--- config.mk ---
export PLATFORM = sky130hd
export DESIGN_NAME = counter_ctrl
export DESIGN_NICKNAME = d
export VERILOG_FILES = /design/src/rtl/counter_ctrl_pkg.sv /design/src/rtl/counter_prescaler.sv /design/src/rtl/counter_ctrl.sv
export SDC_FILE = /design/constraint.sdc
export NUM_CORES = 1
export LEC_CHECK = 0
export CAP_MARGIN = 5
export CORE_MARGIN = 2
export CORE_UTILIZATION = 35
export CTS_CLUSTER_SIZE = 28
export DETAILED_ROUTE_END_ITERATION = 16
export GPL_ROUTABILITY_DRIVEN = 0
export PLACE_DENSITY_LB_ADDON = 0.08
export SETUP_SLACK_MARGIN = 0.15
export SKIP_LAST_GASP = 1
export SYNTH_ARGS = -nofsm -noshare
export SYNTH_HDL_FRONTEND = slang
export SYNTH_SLANG_ARGS = --single-unit
--- constraint.sdc ---
create_clock -name clk -period 2 [get_ports clk]
set_input_delay 0.4 -clock clk [delete_from_list [all_inputs] [get_ports clk]]
set_output_delay 0.4 -clock clk [all_outputs]
set_load 0.05 [all_outputs]
--- src/rtl/counter_ctrl_pkg.sv ---
// Shared opcodes, state encoding and mode constants for the counter_ctrl timer.
package counter_ctrl_pkg;

   localparam logic [1:0] OP_STOP           = 2'b00;
   localparam logic [1:0] OP_START_ONESHOT  = 2'b01;
   localparam logic [1:0] OP_START_PERIODIC = 2'b10;
   localparam logic [1:0] OP_CLEAR          = 2'b11;

   typedef enum logic [1:0] {
      ST_IDLE = 2'd0,
      ST_LOAD = 2'd1,
      ST_RUN  = 2'd2,
      ST_DONE = 2'd3
   } state_t;

   localparam logic MODE_ONESHOT  = 1'b0;
   localparam logic MODE_PERIODIC = 1'b1;

   function automatic logic is_start(input logic [1:0] op);
      return (op == OP_START_ONESHOT) || (op == OP_START_PERIODIC);
   endfunction

endpackage

--- src/rtl/counter_prescaler.sv ---
// Prescale counter: asserts tick on every enabled cycle where pre matches div,
// so ticks occur once every div+1 enabled cycles.
module counter_prescaler #(
   parameter int PRE_W = 8
) (
   input  logic             clk,
   input  logic             rst,
   input  logic             clr,
   input  logic             en,
   input  logic [PRE_W-1:0] div,
   output logic             tick
);

   logic [PRE_W-1:0] pre;

   assign tick = en && (pre == div);

   always_ff @(posedge clk or posedge rst) begin
      if (rst) begin
         pre <= '0;
      end else if (clr) begin
         pre <= '0;
      end else if (en) begin
         if (pre == div) pre <= '0;
         else            pre <= pre + PRE_W'(1);
      end
   end

endmodule

--- src/rtl/counter_ctrl.sv ---
// Programmable one-shot / periodic timer built around a 4-bit count register,
// configured through a valid/ready command port.
//
// state | meaning
// ------+---------------------------------------------------------------
// IDLE  | stopped; count, periods and config held (or cleared by CLEAR)
// LOAD  | one-cycle settle after START; commands are not accepted
// RUN   | prescaler running, count advances on each tick
// DONE  | one-shot reached its limit; count and periods held
module counter_ctrl
   import counter_ctrl_pkg::*;
#(
   parameter int WIDTH = 4,
   parameter int PRE_W = 8,
   parameter int PER_W = 8
) (
   input  logic             clk,
   input  logic             rst,
   input  logic             cmd_valid,
   output logic             cmd_ready,
   input  logic [1:0]       cmd_op,
   input  logic [WIDTH-1:0] cmd_limit,
   input  logic [PRE_W-1:0] cmd_div,
   output logic [WIDTH-1:0] count,
   output logic             tc_pulse,
   output logic [PER_W-1:0] periods,
   output logic             busy,
   output logic             done
);

   state_t           state;
   logic [WIDTH-1:0] limit_q;
   logic [PRE_W-1:0] div_q;
   logic             mode_q;

   logic cmd_fire;
   logic start_fire;
   logic run_en;
   logic tick;

   assign cmd_ready  = (state != ST_LOAD);
   assign cmd_fire   = cmd_valid && cmd_ready;
   assign start_fire = cmd_fire && is_start(cmd_op);
   // An accepted command outranks a tick landing on the same edge.
   assign run_en     = (state == ST_RUN) && !cmd_fire;

   counter_prescaler #(
      .PRE_W (PRE_W)
   ) u_prescaler (
      .clk  (clk),
      .rst  (rst),
      .clr  (start_fire),
      .en   (run_en),
      .div  (div_q),
      .tick (tick)
   );

   always_ff @(posedge clk or posedge rst) begin
      if (rst) begin
         state    <= ST_IDLE;
         count    <= '0;
         periods  <= '0;
         tc_pulse <= 1'b0;
         limit_q  <= '0;
         div_q    <= '0;
         mode_q   <= MODE_ONESHOT;
         busy     <= 1'b0;
         done     <= 1'b0;
      end else begin
         tc_pulse <= 1'b0;
         if (cmd_fire) begin
            case (cmd_op)
               OP_START_ONESHOT, OP_START_PERIODIC: begin
                  limit_q <= cmd_limit;
                  div_q   <= cmd_div;
                  mode_q  <= (cmd_op == OP_START_PERIODIC) ? MODE_PERIODIC : MODE_ONESHOT;
                  count   <= '0;
                  periods <= '0;
                  state   <= ST_LOAD;
                  busy    <= 1'b1;
                  done    <= 1'b0;
               end
               OP_CLEAR: begin
                  count   <= '0;
                  periods <= '0;
                  state   <= ST_IDLE;
                  busy    <= 1'b0;
                  done    <= 1'b0;
               end
               default: begin
                  state <= ST_IDLE;
                  busy  <= 1'b0;
                  done  <= 1'b0;
               end
            endcase
         end else begin
            case (state)
               ST_LOAD: begin
                  state <= ST_RUN;
                  busy  <= 1'b1;
                  done  <= 1'b0;
               end
               ST_RUN: begin
                  if (tick) begin
                     if (count == limit_q) begin
                        tc_pulse <= 1'b1;
                        if (periods != {PER_W{1'b1}}) periods <= periods + PER_W'(1);
                        if (mode_q == MODE_PERIODIC) begin
                           count <= '0;
                        end else begin
                           state <= ST_DONE;
                           busy  <= 1'b0;
                           done  <= 1'b1;
                        end
                     end else begin
                        count <= count + WIDTH'(1);
                     end
                  end
               end
               default: begin
               end
            endcase
         end
      end
   end

endmodule

# Yosys cells after proc, flatten, opt, wreduce, memory -nomap -nowiden
# Index checks and enable logic that the tools add are counted.
# totals
register_bits	38
inputBits	17
output_inout_bits	16
# classes
addsub	3
n_eq_ne	14
mux	37
n_reduce_logical	18
# op_table
operator	count
$mux W8	9
$mux W4	6
$add A8 B1 Y8 const B	2
$mux W1	15
$reduce_bool A2 Y1	5
$ne A3 B3 Y1 const B	3
$eq A8 B8 Y1	1
$mux W2	4
$ne A8 B8 Y1 const B	1
$reduce_and A4 Y1	2
$eq A2 B2 Y1 const B	3
$reduce_and A5 Y1	1
$add A4 B1 Y4 const B	1
$eq A2 B1 Y1 const B	2
$eq A4 B4 Y1	1
$logic_and A1 B1 Y1	4
$pmux W1 S2	2
$pmux W2 S2	1
$ne A3 B2 Y1 const B	1
$reduce_bool A3 Y1	1
$reduce_or A3 Y1	1
$ne A2 B1 Y1 const B	1
$ne A2 B2 Y1 const B	1
$reduce_and A2 Y1	1
3 further kinds	3

# Depth between registers and ports, before layout
# Gate-level depths: netlist of the first run.
# logic_depth
word_depth	8
mapped_depth	7
mapped_depth_nobuf	6

# Hierarchy
# Synthesis of the first run repeated with hierarchy kept, for this count alone.
# hier_totals
hier_cells	197
area_unflattened_um2	2069.5
# modules_own_cells
module	instances	cells_each	area_per_inst_um2	seq_area_each_um2
counter_ctrl	1	147	1567.8	750.7
counter_prescaler	1	50	501.7	200.2

# Worst setup path before layout of the first run
# No wires, ideal clock.
# synth_timing
kind	reg-to-reg
from	register state[1]
to	register count[3]
setup_ns	0.126
arrival_time_ns	1.867
setup_slack_ns	0.007
path_stages_with_launch	6
period_less_slack_ns	1.993
cell_sequence	dfrtp_1 nand2b_1 clkbuf_1 nand3b_1 o31a_1 a221o_1
# synth_via
elab_chain_cells	7
word_cells_on_any_way	12
cone_classes	eq/ne (4); mux (1); reduce/logical (7)
# synth_rtl
element	line_no	source
from (decl)	counter_ctrl.sv:31	state_t state;
from (signal assigned)	counter_ctrl.sv:60	state <= ST_IDLE;
from (signal assigned)	counter_ctrl.sv:79	state <= ST_LOAD;
from (signal assigned)	counter_ctrl.sv:86	state <= ST_IDLE;
$ne A2 B1 Y1 (*)	counter_ctrl.sv:41	assign cmd_ready = (state != ST_LOAD);
named net cmd_ready	counter_ctrl.sv:20	output logic cmd_ready,
$logic_and A1 B1 Y1 (*)	counter_ctrl.sv:42	assign cmd_fire = cmd_valid && cmd_ready;
$logic_not A1 Y1	counter_ctrl.sv:45	assign run_en = (state == ST_RUN) && !cmd_fire;
$logic_and A1 B1 Y1	counter_ctrl.sv:45	
$logic_and A1 B1 Y1	counter_prescaler.sv:16	assign tick = en && (pre == div);
$reduce_bool A2 Y1 (no line)	--	
$reduce_and A4 Y1 (no line)	--	
to (signal assigned)	counter_ctrl.sv:116	count <= count + WIDTH'(1);
to (decl)	counter_ctrl.sv:24	output logic [WIDTH-1:0] count,
# Mark *: on every way through the listed nets, which the timed path passes. The rest lies on a longest branch.
# A chain may end at the register's enable or synchronous reset.

# Final worst setup path of the first run
# layout_timing
from	register u_prescaler.pre[4]
to	register count[3]
# layout_via
elab_chain_cells	4
# layout_rtl
element	line_no	source
from (decl)	counter_prescaler.sv:14	logic [PRE_W-1:0] pre;
from (signal assigned)	counter_prescaler.sv:25	else pre <= pre + PRE_W'(1);
$eq A8 B8 Y1	counter_prescaler.sv:16	
$logic_and A1 B1 Y1	counter_prescaler.sv:16	
$reduce_bool A2 Y1 (no line)	--	
$reduce_and A4 Y1 (no line)	--	
# No other way between the ends.

==> results of run 1 <==
-- cell usage in the layout (no fill, tap or decap), types with 3 or more instances in the layout --
cell type / count
inv_1: 8
nand2_1: 52
dlygate4sd2_1: 6
clkdlybuf4s50_1: 17
ha_1: 5
o31ai_1: 3
nor3_1: 3
a21o_1: 4
dfrtp_1: 36
xnor2_1: 5
o21ai_0: 7
nor2_1: 7
buf_12: 3
a21oi_1: 8
nand4_1: 4
nand3_1: 11
xor2_1: 6
nand2b_1: 5
a31oi_1: 4
clkbuf_8: 6
and3_1: 6
buf_4: 34
-- sequential cells by signal, summed over array words and instances (netlist names) --
register         count
u_prescaler.pre      8
busy                 1
mode_q               1
done                 1
tc_pulse             1
count                4
periods              8
limit_q              4
div_q                8
state                2
-- worst max-delay path: cells and delay by family (launching register included) --
kind	cells	cell delay (ns)
flops	1	0.41
xor+xnor	1	0.20
compound gates	2	0.62
simple gates	2	0.52
-- final cells by class --
| class | count | area [sq um] |
|---|---|---|
| Sequential cell | 38 | 953.4 |
| Timing Repair Buffer | 61 | 549.3 |
| Tap cell | 72 | 90.09 |
| Fill cell | 568 | 2818 |
| Inverter | 8 | 30.03 |
| Clock buffer | 7 | 86.33 |
| Multi-Input combinational cell | 167 | 1047 |
-- kinds of logic after synthesis --
logic type,Yosys count
xor gates and xnor gates,13
and+or+nand+nor,107
AOI/OAI and AO/OA,40
DFF,38
buffers and inverters,16
adders and majority gates,5
muxes,2
-- per-stage QoR --
stage / hold slack (ns) / area (sq um) / power [mW] / cells
after floorplan: 0.4464 / 2043 / 1.715 / 221
final: 0.4531 / 2756 / 2.677 / 353
after CTS: 0.4699 / 2731 / 2.699 / 352
after detailed placement: 0.4744 / 2615 / 2.074 / 341
after global placement: 0.4653 / 2615 / 2.063 / 341
after global routing: 0.5033 / 2756 / 2.871 / 353
-- report_power, final --
group          internal, mW  switching (mW)
clock                 0.274           0.273
combinational         0.488           0.561
sequential            0.940           0.142
-- metal layers --
metal	wire length, microns	global-route usage [%]	vias to the layer above
li1	-	-	879
met1	2469	23.87	836
met2	2160	26.00	21
met3	130	3.371	7
met4	59	5.085	0
met5	0	0	-
-- worst paths after layout --
path	start	endpoint	depth (start not counted)
setup / recovery	u_prescaler.pre[4]	count[3]	5
hold / removal	rst	tc_pulse	2
setup reg to reg	u_prescaler.pre[4]	count[3]	5
hold reg to reg	mode_q	mode_q	2
max in group asynchronous	rst	u_prescaler.pre[1]	3
min in group clk	mode_q	mode_q	2
-- what timing repair did --
| action | 4_1_cts | 5_1_grt |
|---|---|---|
| pin swaps | 5 | 4 |
| buffers inserted | 4 | 1 |
| gates cloned | 0 | 0 |
| resized for setup | 7 | 4 |
| endpoints found under the setup margin | 7 | 18 |
| hold buffers | 0 | 0 |
==> flow_metrics.env, run 1 <==
export IMPL_area_growth_pct=35.15
export IMPL_yosysTopAreaCellShare_pct=46.63
export IMPL_clkTransAtPathRegs_ns=0.08
export IMPL_drt_first_pass_iters=4
export IMPL_cp_data_required_time_ns=2.18
export IMPL_drv_cap=0
export IMPL_path_cells="xor2_2, nor4_4, nand2_2, o31a_1, a221o_1"
export IMPL_synth_area_sq_mm=0.002039
export IMPL_io_pins=33
export IMPL_rrSetupSlack_ns=0.13
export IMPL_vias_per_cell=4.938
export IMPL_start_util_pct=36.59
export IMPL_post_route_drc_count=0
export IMPL_slew_viol_final=0
export IMPL_nNetsFinal=303
export IMPL_syn_area_per_cell_sq_um=9.228
export IMPL_synth_top_family_by_area="simple AND/OR/NAND/NOR gates"
export IMPL_clock_skew_ns=0.007855
export IMPL_fin_crit_sh_pct=93.27
export IMPL_synthXorXnorAreaFrac_pct=5.583
export IMPL_fin_util_pct=49.45
export IMPL_synthTopCellsByCount="nand2_1, dfrtp_1, nand3_1"
export IMPL_ys_warn_count=0
export IMPL_slowest_delay_ns=0.41
export IMPL_synthSimpleGateAreaFrac_pct=27.12
export IMPL_cts_buffer_depth=2
export IMPL_fin_ws_ns=0.1345
export IMPL_grtUsageTotal_pct=16.88
export IMPL_max_slew_worst_pin_slew_ns=0.5608
export IMPL_core_rowCount=27
export IMPL_synth_distinct_cells=43
export IMPL_start_kind="flop"
export IMPL_grt_pass1_wl_mm=8.369
export IMPL_yosys_top_cells_area="dfrtp_1, nand2_1, xor2_1"
export IMPL_finalHoldViolations=0
export IMPL_antennaDiodeCount=0
export IMPL_syn_num_nets=243
export IMPL_design_core_area_sq_mm=0.005574
export IMPL_synth_edf_count=0
export IMPL_hold_path_class="primary input to asynchronous set/reset pin"
export IMPL_synth_async_reset_ratio_pct=100.0
export IMPL_drive_above_1_share_pct=21.71
export IMPL_routed_wl_mm=4.819
export IMPL_crit_path_end_kind="flop"
export IMPL_worst_path_max_delay_cell="dfrtp_1"
export IMPL_wl_per_cell_microns=13.65
export IMPL_dp_final_hpwl_mm=3.519
export IMPL_worst_skew_pair_late_latency_ns=0.29
export IMPL_synth_compound_area_share_pct=13.50
export IMPL_relSlewSlack_pct=62.57
export IMPL_ys_seq_area_share_pct=46.63
export IMPL_leakage_nw=1.394
export IMPL_crit_arrival_ns=2.04
export IMPL_pre_cts_slack_ns=-0.1124
export IMPL_antenna_found_initial=0
export IMPL_grt_pass1_vias=1740
export IMPL_setup_viol=0
export IMPL_drt_initial_drc_count=120
export IMPL_globalRouteOverflowTotal=0
export IMPL_die_area_sq_mm=0.006454
export IMPL_synth_mux_area_share_pct=1.043
export IMPL_fp_dieH_microns=80.34
export IMPL_critPathKind="flop to flop"
export IMPL_min_period_ns=1.865
export IMPL_rsz0062_at_grt="true"
export IMPL_cts_buffers=5
export IMPL_status="finished clean"
export IMPL_power_density_mw_per_mm2=971.3
export IMPL_h_tree_depth=2
export IMPL_crit_fanout=4
export IMPL_cts_tree="yes"
export IMPL_fp_dieW_microns=80.34
export IMPL_yosysMostFrequentCell="nand2_1"
export IMPL_postSynthCellCount=221
export IMPL_synthFlopType="dfrtp_1"
export IMPL_grt_max_degree=17
export IMPL_io_buffers=32
export IMPL_clock_sinks=38
export IMPL_synth_seq_cells=38
export IMPL_synth_fa_ha_area_share_pct=3.067
export IMPL_cts_root_buf="clkbuf_8"
export IMPL_synth_largest_area_cell="dfrtp_1"
export IMPL_fmax_mhz=536.1
export IMPL_antenna_left=0
export IMPL_vias=1743
export IMPL_fin_setup_tns_ns=0
export IMPL_worst_ir_drop_vdd_uv=503.6
Power figures use the tool's default switching activity.
==> inputs of run 2 (changes only) <==
Settings changed: CAP_MARGIN 5 to 20, PLACE_DENSITY_LB_ADDON 0.08 to unset, SETUP_SLACK_MARGIN 0.15 to unset.
==> flow_metrics.env, run 2 (synthesis gave the netlist of run 1 again) <==
export IMPL_status="finished clean"
export IMPL_core_rowCount=27
export IMPL_crit_path_end_kind="output port"
export IMPL_clock_skew_ns=0.01225
export IMPL_leakage_nw=1.349
export IMPL_h_tree_depth=2
export IMPL_slowest_delay_ns=0.82
export IMPL_fin_hold_ws_ns=0.5015
export IMPL_clkTransAtPathRegs_ns=0.08
export IMPL_fin_crit_sh_pct=96.35
export IMPL_globalRouteOverflowTotal=0
export IMPL_slew_viol_final=0
export IMPL_min_period_ns=1.927
export IMPL_power_mw=2.584
export IMPL_fmax_mhz=518.9
export IMPL_io_buffers=32
export IMPL_nNetsFinal=297
export IMPL_vias=1754
export IMPL_critPathKind="flop to output port"
export IMPL_placed_area_sq_mm=0.002577
export IMPL_layout_commonest_cell="nand2_1"
export IMPL_drive_above_1_share_pct=19.20
export IMPL_hold_path_class="flop to flop"
export IMPL_grt_pass1_vias=1776
export IMPL_nFillCells=559
export IMPL_placed_cells_incl_taps=340
export IMPL_worst_ir_drop_vdd_uv=451.6
export IMPL_start_util_pct=36.59
export IMPL_worst_path_max_delay_cell="clkdlybuf4s50_1"
export IMPL_crit_fanout=5
export IMPL_drt_first_pass_iters=4
export IMPL_crit_buf_inv=1
export IMPL_crit_arrival_ns=1.53
export IMPL_drt_initial_drc_count=94
export IMPL_fp_dieW_microns=80.34
export IMPL_final_cells=348
export IMPL_grt_max_degree=39
export IMPL_worst_skew_pair_late_latency_ns=0.29
export IMPL_start_kind="flop"
export IMPL_clock_sinks=38
export IMPL_max_slew_worst_pin_slew_ns=0.5006
export IMPL_routed_wl_mm=4.683
export IMPL_grt_pass1_wl_mm=8.238
export IMPL_power_density_mw_per_mm2=964.9
export IMPL_post_route_drc_count=0
export IMPL_die_area_sq_mm=0.006454
export IMPL_design_core_area_sq_mm=0.005574
export IMPL_final_area_sq_mm=0.002678
export IMPL_drv_cap=0
export IMPL_finalHoldViolations=0
export IMPL_mostFrequentLayoutCells="nand2_1, dfrtp_1, buf_4"
export IMPL_area_growth_pct=31.29
export IMPL_wl_per_cell_microns=13.46
export IMPL_dp_final_hpwl_mm=3.460
export IMPL_path_cells="clkdlybuf4s50_1"
export IMPL_relSlewSlack_pct=66.57
export IMPL_cp_data_required_time_ns=1.60
export IMPL_path_delay_family="buffers and inverters"
export IMPL_largestRegisters="div_q x8, periods x8, u_prescaler.pre x8"
export IMPL_antenna_left=0
export IMPL_post_cts_buffers=0
export IMPL_cts_tree="yes"
export IMPL_fp_dieH_microns=80.34
export IMPL_io_pins=33
export IMPL_setup_viol=0
export IMPL_antenna_found_initial=0
export IMPL_cts_root_buf="clkbuf_8"
export IMPL_rsz0062_at_grt="false"
export IMPL_grtUsageTotal_pct=16.33
export IMPL_cts_buffers=5
export IMPL_cts_buffer_depth=2
export IMPL_antennaDiodeCount=0
export IMPL_vias_per_cell=5.040
run 2: final cells by class:
cell class                      count  area (sq um)  area share, %
Clock buffer                        7         86.33          3.224
Clock inverter                      1         5.005         0.1869
Inverter                            8         30.03          1.121
Multi-Input combinational cell    167          1031          38.50
Sequential cell                    38         952.2          35.56
Tap cell                           72         90.09          3.364
Timing Repair Buffer               55         483.0          18.04
run 2: timing repair:
item,4_1_cts,5_1_grt
hold buffers,0,0
resized for setup,0,3
endpoints found under the setup margin,0,4
run 2: routing by layer:
layer	up-vias	global-route usage (%)	share of wire, %
li1	876	-	-
met1	843	22.01	49
met2	31	26.17	47
met3	4	3.483	3.4
met4	0	5.085	0.98
met5	-	0	0
run 2: stage by stage:
step	setup TNS (ns)	util (%)	setup slack, ns
after floorplan	0	-	0.006625
after global placement	-0.2315	46.24	-0.05315
after detailed placement	-0.4191	46.24	-0.09047
after CTS	0	47.88	0.03954
after global routing	0	48.04	0.004373
final	0	48.04	0.07291
run 2: power breakdown:
group          switching (mW)  internal (mW)
Clock                   0.265          0.278
Sequential              0.146          0.941
Combinational           0.534          0.419
run 2: worst paths after layout:
kind                       depth (start not counted)  slack [ns]                  to          startpoint
max in group asynchronous                          3        1.10  u_prescaler.pre[0]                 rst
min in group asynchronous                          3        0.54            div_q[0]                 rst
max reg2reg                                        5        0.11            count[3]  u_prescaler.pre[0]
min reg2reg                                        2        0.50              mode_q              mode_q
min                                                2        0.50              mode_q              mode_q
max                                                1        0.07          periods[0]          periods[0]
run 2: tightest hold or removal path: stages, from the launching register on:
cell	delay, ns
dfrtp_1	0.36
nand2_1	0.05
nand2_1	0.06
